### src/rtl/fht_pkg.sv
// Shared types and helpers for the FHT frame scheduler: FSM states, bank
// constants and the load-order bit-reverse used with FHT_SCHED_BITREV_LOAD_EN.
package fht_pkg;

    typedef enum logic [2:0] {
        S_IDLE      = 3'd0,
        S_LOAD      = 3'd1,
        S_START     = 3'd2,
        S_WAIT_BUSY = 3'd3,
        S_RUN       = 3'd4,
        S_UNLOAD    = 3'd5,
        S_DRAIN     = 3'd6
    } fht_state_e;

    localparam int FHT_BANKS      = 4;
    localparam int FHT_A_BIT_DEF  = 8;
    localparam int FHT_N_DEF      = FHT_BANKS << FHT_A_BIT_DEF;
    localparam int FHT_WAIT_LIMIT = 4;
    localparam int FHT_OUT_DEPTH  = 2;

    // Reverse the low w bits of v; bits at and above w come back as zero.
    function automatic logic [31:0] fht_bitrev(input logic [31:0] v, input int w);
        logic [31:0] r;
        r = 32'd0;
        for (int b = 0; b < 32; b++) begin
            if (b < w) begin
                r[5'(w - 1 - b)] = v[5'(b)];
            end
        end
        return r;
    endfunction

endpackage

### src/rtl/fht_out_skid.sv
// Two-entry FIFO between the result RAM read port and the output handshake.
// The head entry drives the output directly, so data holds while stalled.
module fht_out_skid
    import fht_pkg::*;
#(
    parameter int W = 17
) (
    input  logic         clk_i,
    input  logic         rst_ni,
    input  logic         push_i,
    input  logic [W-1:0] data_i,
    input  logic         ready_i,
    output logic         valid_o,
    output logic [W-1:0] data_o,
    output logic [1:0]   occ_o
);

    logic [W-1:0] head_q;
    logic [W-1:0] tail_q;
    logic [1:0]   occ_q;
    logic         pop_s;

    assign valid_o = (occ_q != 2'd0);
    assign pop_s   = valid_o & ready_i;
    assign data_o  = head_q;
    assign occ_o   = occ_q;

    // Entry storage and occupancy; the scheduler never pushes into a full buffer.
    always_ff @(posedge clk_i) begin
        if (!rst_ni) begin
            head_q <= '0;
            tail_q <= '0;
            occ_q  <= 2'd0;
        end else begin
            case ({push_i, pop_s})
                2'b10: begin
                    if (occ_q == 2'd0) begin
                        head_q <= data_i;
                    end else begin
                        tail_q <= data_i;
                    end
                    occ_q <= occ_q + 2'd1;
                end
                2'b01: begin
                    head_q <= tail_q;
                    occ_q  <= occ_q - 2'd1;
                end
                2'b11: begin
                    if (occ_q == 2'd1) begin
                        head_q <= data_i;
                    end else begin
                        head_q <= tail_q;
                        tail_q <= data_i;
                    end
                end
                default: begin
                    occ_q <= occ_q;
                end
            endcase
        end
    end

endmodule

### src/rtl/fht_frame_sched.sv
// Frame scheduler: loads N samples into 4 RAM banks, kicks the FHT, then
// unloads results in natural order. FHT_SCHED_BITREV_LOAD_EN bit-reverses load order.
module fht_frame_sched
    import fht_pkg::*;
#(
    parameter int A_BIT = FHT_A_BIT_DEF,
    parameter int D_BIT = 16
) (
    input  logic             iCLK,
    input  logic             iRESET,
    input  logic [D_BIT-1:0] iDATA,
    input  logic             iDATA_VALID,
    output logic             oDATA_READY,
    input  logic             iDATA_LAST,
    output logic [A_BIT+1:0] oRAM_WR_ADDR,
    output logic [D_BIT-1:0] oRAM_WR_DATA,
    output logic             oRAM_WE,
    output logic             oFHT_START,
    input  logic             iFHT_RDY,
    output logic [A_BIT+1:0] oRAM_RD_ADDR,
    output logic             oRAM_RD_EN,
    input  logic [D_BIT-1:0] iRAM_RD_DATA,
    output logic [D_BIT-1:0] oDATA,
    output logic             oOUT_VALID,
    input  logic             iOUT_READY,
    output logic             oOUT_LAST,
    output logic             oBUSY,
    output logic             oERR
);

    localparam int IW = A_BIT + 2;

    fht_state_e      state_q;
    logic [IW-1:0]   cnt_q;
    logic [1:0]      wait_q;
    logic            err_q;
    logic            ready_q;
    logic            start_q;
    logic            inflight_q;
    logic            inflight_last_q;

    logic [IW-1:0]   wr_idx_s;
    logic            wr_fire_s;
    logic            rd_room_s;
    logic            rd_en_s;
    logic            pop_s;
    logic [1:0]      occ_s;
    logic            buf_valid_s;
    logic [D_BIT:0]  buf_data_s;

    // Load index and read-issue room: a read may go out only if its data
    // will find a free entry when it lands one cycle later.
    always_comb begin
`ifdef FHT_SCHED_BITREV_LOAD_EN
        wr_idx_s = IW'(fht_bitrev(32'(cnt_q), IW));
`else
        wr_idx_s = cnt_q;
`endif
        rd_room_s = (({1'b0, occ_s} + {2'b00, inflight_q} - {2'b00, pop_s}) < 3'(FHT_OUT_DEPTH));
    end

    assign wr_fire_s    = iDATA_VALID & ready_q;
    assign pop_s        = buf_valid_s & iOUT_READY;
    assign rd_en_s      = (state_q == S_UNLOAD) & rd_room_s;

    assign oDATA_READY  = ready_q;
    assign oRAM_WE      = wr_fire_s;
    assign oRAM_WR_DATA = iDATA;
    assign oRAM_WR_ADDR = {wr_idx_s[1:0], wr_idx_s[IW-1:2]};
    assign oRAM_RD_EN   = rd_en_s;
    assign oRAM_RD_ADDR = {cnt_q[1:0], cnt_q[IW-1:2]};
    assign oFHT_START   = start_q;
    assign oBUSY        = (state_q != S_IDLE);
    assign oERR         = err_q;
    assign oOUT_VALID   = buf_valid_s;
    assign oDATA        = buf_data_s[D_BIT-1:0];
    assign oOUT_LAST    = buf_valid_s & buf_data_s[D_BIT];

    // Frame sequencing FSM; cnt_q counts load writes and later unload reads.
    always_ff @(posedge iCLK) begin
        if (!iRESET) begin
            state_q         <= S_IDLE;
            cnt_q           <= '0;
            wait_q          <= 2'd0;
            err_q           <= 1'b0;
            ready_q         <= 1'b0;
            start_q         <= 1'b0;
            inflight_q      <= 1'b0;
            inflight_last_q <= 1'b0;
        end else begin
            inflight_q      <= rd_en_s;
            inflight_last_q <= rd_en_s & (&cnt_q);
            case (state_q)
                S_IDLE: begin
                    if (iFHT_RDY) begin
                        state_q <= S_LOAD;
                        err_q   <= 1'b0;
                        ready_q <= 1'b1;
                        cnt_q   <= '0;
                    end
                end
                S_LOAD: begin
                    if (wr_fire_s) begin
                        if (iDATA_LAST != (&cnt_q)) begin
                            err_q <= 1'b1;
                        end
                        cnt_q <= cnt_q + IW'(1);
                        if (&cnt_q) begin
                            state_q <= S_START;
                            ready_q <= 1'b0;
                            start_q <= 1'b1;
                        end
                    end
                end
                S_START: begin
                    start_q <= 1'b0;
                    wait_q  <= 2'd0;
                    state_q <= S_WAIT_BUSY;
                end
                S_WAIT_BUSY: begin
                    if (!iFHT_RDY) begin
                        state_q <= S_RUN;
                    end else if (wait_q == 2'(FHT_WAIT_LIMIT - 1)) begin
                        err_q   <= 1'b1;
                        state_q <= S_IDLE;
                    end else begin
                        wait_q <= wait_q + 2'd1;
                    end
                end
                S_RUN: begin
                    if (iFHT_RDY) begin
                        state_q <= S_UNLOAD;
                        cnt_q   <= '0;
                    end
                end
                S_UNLOAD: begin
                    if (rd_en_s) begin
                        cnt_q <= cnt_q + IW'(1);
                        if (&cnt_q) begin
                            state_q <= S_DRAIN;
                        end
                    end
                end
                S_DRAIN: begin
                    if ((occ_s == 2'd0) && !inflight_q) begin
                        state_q <= S_IDLE;
                    end
                end
                default: begin
                    state_q <= S_IDLE;
                end
            endcase
        end
    end

    fht_out_skid #(
        .W (D_BIT + 1)
    ) u_out_skid (
        .clk_i   (iCLK),
        .rst_ni  (iRESET),
        .push_i  (inflight_q),
        .data_i  ({inflight_last_q, iRAM_RD_DATA}),
        .ready_i (iOUT_READY),
        .valid_o (buf_valid_s),
        .data_o  (buf_data_s),
        .occ_o   (occ_s)
    );

endmodule

### config.mk
export PLATFORM = sky130hd
export DESIGN_NAME = fht_frame_sched
export DESIGN_NICKNAME = d
export VERILOG_FILES = /design/src/rtl/fht_pkg.sv /design/src/rtl/fht_out_skid.sv /design/src/rtl/fht_frame_sched.sv
export SDC_FILE = /design/constraint.sdc
export NUM_CORES = 1
export LEC_CHECK = 0
export CAP_MARGIN = 20
export CORE_MARGIN = 3
export CORE_UTILIZATION = 50
export DETAILED_ROUTE_END_ITERATION = 12
export PLACE_DENSITY = 0.86
export SLEW_MARGIN = 20
export SYNTH_ARGS = -nofsm -noshare
export SYNTH_HDL_FRONTEND = slang
export SYNTH_SLANG_ARGS = --single-unit
### constraint.sdc
create_clock -name iCLK -period 5.7 [get_ports iCLK]
set_input_delay 1.14 -clock iCLK [delete_from_list [all_inputs] [get_ports iCLK]]
set_output_delay 1.14 -clock iCLK [all_outputs]
set_load 0.03 [all_outputs]
Yosys cells after proc, flatten, opt, wreduce, memory -nomap -nowiden
Cells that the tools add are included.
{ "op_classes": {"addsub": 6, "n_lt_le_gt_ge": 1, "n_eq_ne": 28, "mux": 37, "bitwise": 5, "n_reduce_logical": 24} }
{ "op_table": {"columns": ["cell", "count"], "rows": [
  ["17-bit 2-to-1 mux", 4],
  ["17-bit one-hot mux with 3 select lines", 1],
  ["17-bit one-hot mux with 2 select lines", 1],
  ["10-bit 2-to-1 mux", 3],
  ["10-bit one-hot mux with 3 select lines", 1],
  ["3-bit 2-to-1 mux", 9],
  ["2-bit != test, second input constant", 13],
  ["3-bit one-hot mux with 7 select lines", 1],
  ["2-bit nonzero test", 6],
  ["3-bit nonzero test", 4],
  ["10-bit by 1-bit adder with 10-bit output, second input constant", 1],
  ["1-bit 2-to-1 mux", 10],
  ["10-bit AND reduction", 1],
  ["3-bit equality test, second input constant", 3],
  ["3-bit AND reduction", 3],
  ["2-bit one-hot mux with 2 select lines", 2],
  ["4-bit AND reduction", 2],
  ["8-bit AND reduction", 1],
  ["2-bit equality test, second input constant", 3],
  ["3-bit by 2-bit equality test with 1-bit output, second input constant", 2],
  ["6-bit AND reduction", 1],
  ["1-bit AND", 5],
  ["2-bit by 1-bit adder with 2-bit output, second input constant", 2],
  ["2-bit by 1-bit equality test with 1-bit output, second input constant", 2],
  ["17 further kinds", 20]
]} }
{ "totals": {"ff_bits": 56, "input_bits": 38, "output_inout_bits": 60} }

Depth between registers and ports, before layout
{ "depth": {"word_depth": 7, "ltp_mapped": 13} }

Hierarchy
From an unflattened synthesis, not the netlist that was laid out.
{ "unflattened": {"cells_unflattened": 382, "area_unflattened_um2": 3145.5} }
{ "modules_own_cells": {"columns": ["module", "n_inst", "cells_each", "area_each_um2"], "rows": [
  ["fht_out_skid", 1, 205, 1735.4],
  ["fht_frame_sched", 1, 177, 1410.1]
]} }

Least setup slack after synthesis
OpenSTA, ideal clock, no wires.
{ "synth_timing": {"path_kind": "in2out", "start": "input iOUT_READY", "end": "output oRAM_RD_EN", "arrival_ps": 2796, "t_required_ps": 4560, "setup_slack_ps": 1764, "stages": 7, "path_buffers": 0, "cell_sequence": "nand2_1 -> nor2_1 -> o21ai_0 -> fa_1 -> xnor2_1 -> nand2_1 -> nor2_1"} }
{ "synth_between": {"elab_chain_cells": 4} }
{ "synth_rtl": {"columns": ["item", "line_no", "text"], "rows": [
  ["start: declaration", "fht_frame_sched.sv:25", "input logic iOUT_READY,"],
  ["1-bit AND", "fht_frame_sched.sv:63", "assign pop_s = buf_valid_s & iOUT_READY;"],
  ["3-bit by 1-bit subtractor with 3-bit output", "fht_frame_sched.sv:59", "rd_room_s = (({1'b0, occ_s} + {2'b00, inflight_q} - {2'b00, pop_s}) < 3'(FHT_OUT_DEPTH));"],
  ["3-bit by 2-bit < comparator with 1-bit output", "fht_frame_sched.sv:59", null],
  ["1-bit AND", "fht_frame_sched.sv:64", "assign rd_en_s = (state_q == S_UNLOAD) & rd_room_s;"],
  ["end: declaration", "fht_frame_sched.sv:21", "output logic oRAM_RD_EN,"]
]} }
No other way between the ends.

Worst setup path after layout
Same ends and word-level chain as after synthesis.

==> impl_metrics.tcl <==
set metrics [dict create \
    outcome "complete, no violations" \
    area.sequential_sq_um 1120 \
    input_output_buffers 65 \
    cts_post_setup_buffers_inserted 0 \
    timing.max_slew.rel_slack 0.276 \
    critPathKind "primary input to output port" \
    start_util 0.535 \
    insertion_delay_ns 0.31 \
    detail_routed_via_count_per_cell 5.48 \
    timing.setup.tns_ns 0 \
    finalWirelength_microns 6170 \
    power.switching_fraction 0.224 \
    gp_congestion 0.869 \
    place_hpwl_microns 4350 \
    final_cell_count_no_fill 418 \
    coreArea_sq_um 5710 \
    report.final.slew_viol_count 0 \
    worst_clock_skew_ns 0.00583 \
    chip_height_microns 84.1 \
    grt_pass1_vias 2200 \
    synth_area_sq_um 3050 \
    drt_antenna_net_count 0 \
    holdCritPathClass "flip-flop to flip-flop" \
    post_cts_resize_count 0 \
    num_antenna_cells 0 \
    cts_max_path_buffers 2 \
    hold_viol 0 \
    post_cts_hold_buffer_count 0 \
    cell_internal_pwr_uw 568 \
    nFillCells 472 \
    crit_fanout 4 \
    routed_wire_length_per_instance_microns 14.8 \
    combPwrFrac 0.084 \
    cp.required_ns 4.56 \
    layout.cells.most_common "sky130_fd_sc_hd__clkdlybuf4s50_1" \
    worst_slew_pin_slew_ns 1.09 \
    static_leakage_nw 1.25 \
    power_frac_seq 0.543 \
    multi_input_area_sq_um 1480 \
    layout.cells.most_common_list "sky130_fd_sc_hd__clkdlybuf4s50_1, sky130_fd_sc_hd__dfxtp_1, sky130_fd_sc_hd__nor2_1" \
    htreeDepth 2 \
    synthesis.area_per_instance_sq_um 9.30 \
    fin_crit_sh 0.889 \
    netlist-cell-type-count 48 \
    detail_route.first_pass.iterations 4 \
    setup_viol 0 \
    i_o_pin_count 98 \
    tritoncts_sinks 56 \
    timing.final.ws_setup_ns 0.631 \
    cells_after_synth 328 \
    clockPowerShare 0.373 \
    number_of_antenna_violations_at_the_first_check_in_global_routing 0 \
    switching_power_uw 164 \
    first_pass_grt_wire_length_microns 10600 \
    drcViolationCount 0 \
    synth-seq-area-share 0.367 \
    power-per-cell-area_nw_per_um2 208 \
    ys_seq_elements 56 \
    unrepaired_setup_endpoints_after_global_routing "no" \
    vias 2291 \
    cts_inserted_buffers 5 \
    timing.fmax_mhz 197 \
    area_growth_syn_to_layout_pct 15.3 \
    post_route_cells_drive_above_1_share 0.0925 \
    max_cap_viol_count 0 \
    dieWidth_microns 84.1 \
    clkSlewWorstSetupHoldPaths_ns 0.10 \
    detailedRoute.firstIterationViolations 91 \
    mappedNetlistNets 373 \
    critPathArrivalTime_ns 3.93 \
    grt_max_degree 35 \
    placed_cells 410 \
    groute.usage.overall 0.179 \
    yosys_warn_count 0 \
    fp-row-count 27 \
    finish.net_count 390 \
    vdd.ir_drop.worst_mv 0.128 \
    timing.final.crit_period_ns 5.07 \
    cts_tree "yes" \
    worst_setup_path_start_kind "primary input" \
    cp_capture_type "output port" \
    pre_cts_ws_ns 0.677 \
    grt_remaining_overflow 0 \
    area_of_the_die_sq_um 7080 \
    cell_chosen_for_the_clock_root "sky130_fd_sc_hd__clkbuf_8" \
]
## worst max-delay path, cell delays in order
cell and delay (ns):
sky130_fd_sc_hd__clkdlybuf4s50_1 0.52, sky130_fd_sc_hd__nand2_1 0.15, sky130_fd_sc_hd__nor2_1 0.20, sky130_fd_sc_hd__o21ai_0 0.14
sky130_fd_sc_hd__fa_1 0.40, sky130_fd_sc_hd__xnor2_1 0.29, sky130_fd_sc_hd__nand2_1 0.17, sky130_fd_sc_hd__nor2_1 0.20
sky130_fd_sc_hd__clkdlybuf4s50_1 0.70
## stage by stage
stage               power, mW  hold WS, ns  utilization  area, sq um
floorplan               0.459        0.470            -         3050
global placement        0.468        0.492        0.592         3380
detailed placement      0.468        0.490        0.594         3390
CTS                     0.740        0.504        0.615         3510
global route            0.762        0.553        0.616         3520
finish                  0.732        0.503        0.616         3520
## registers in the layout, indices dropped and copies added, names as in the netlist, 2 cells and up
name,count
u_out_skid.data_o,17
u_out_skid.tail_q,17
state_q,3
wait_q,2
u_out_skid.occ_o,2
cnt_q,10
## logic make-up (layout without fill, tap and decap cells)
kind of cell	count (synthesis)	in the layout	share of synthesized area
compound gates	62	62	0.173
xor+xnor	13	13	0.0373
fa+ha+maj	7	7	0.0312
buf+inv	66	84	0.149
flops	56	56	0.367
mux	18	18	0.0590
simple gates	106	106	0.183
## power by group through the flow
stage / clock network [mW] / logic (mW) / registers (mW)
final: 0.273 / 0.0617 / 0.397
after global routing: 0.297 / 0.0659 / 0.398
after CTS: 0.281 / 0.0620 / 0.397
after detailed placement: 0 / 0.0617 / 0.407
after global placement: 0 / 0.0611 / 0.406
after floorplan: 0 / 0.0501 / 0.409
## synth_stat cells (all sizes together)
cell type / n / area [sq um]
nor2: 36 / 135
a31o: 1 / 8.76
mux2i: 18 / 180
fa: 1 / 20.0
nor2b: 22 / 138
and4: 2 / 17.5
dfxtp: 56 / 1120
nor3: 7 / 40.0
xnor2: 10 / 87.6
o211a: 2 / 20.0
a221oi: 17 / 211
nand3b: 3 / 22.5
nand4: 2 / 12.5
inv: 9 / 33.8
clkbuf: 7 / 26.3
ha: 6 / 75.1
o311a: 1 / 10.0
a21oi: 6 / 48.8
a21boi: 1 / 7.51
xor2: 3 / 26.3
o41ai: 1 / 8.76
o21bai: 1 / 7.51
o21ai: 25 / 125
nand3: 3 / 20.0
nand4b: 1 / 8.76
and2: 5 / 31.3
a311oi: 1 / 26.3
a31oi: 4 / 25.0
buf: 50 / 394
nand2: 18 / 70.1
and3b: 2 / 18.8
nor3b: 1 / 7.51
or2: 2 / 12.5
nor4b: 2 / 23.8
a2111oi: 2 / 30.0
## layout make-up
type	count	share of cell area
tap	72	0.0256
sequential	56	0.319
clock inverter	2	0.0110
inverter	9	0.00960
clock buffer	6	0.0235
multi-input combinational	206	0.422
timing repair buffer	67	0.190
## path summary, 6_finish.rpt
check | startpoint | to | slack [ns] | cells after the start
worst max-delay path | iOUT_READY | oRAM_RD_EN | 0.63 | 9
worst max register to register | u_out_skid.occ_o[1]$_SDFFE_PN0P_ | cnt_q[9]$_SDFFE_PN0P_ | 2.61 | 12
worst min register to register | oDATA_READY$_SDFFE_PN0P_ | oDATA_READY$_SDFFE_PN0P_ | 0.50 | 2
worst min-delay path | oDATA_READY$_SDFFE_PN0P_ | oDATA_READY$_SDFFE_PN0P_ | 0.50 | 2
## layer usage
metal	global-route usage	vias to the layer above	wire length, microns
li1	-	1132	-
met1	0.241	1084	2880
met2	0.274	62	2900
met3	0.0454	13	260
met4	0.0702	0	129
met5	0	-	0
(Power assumes the default switching activity.)
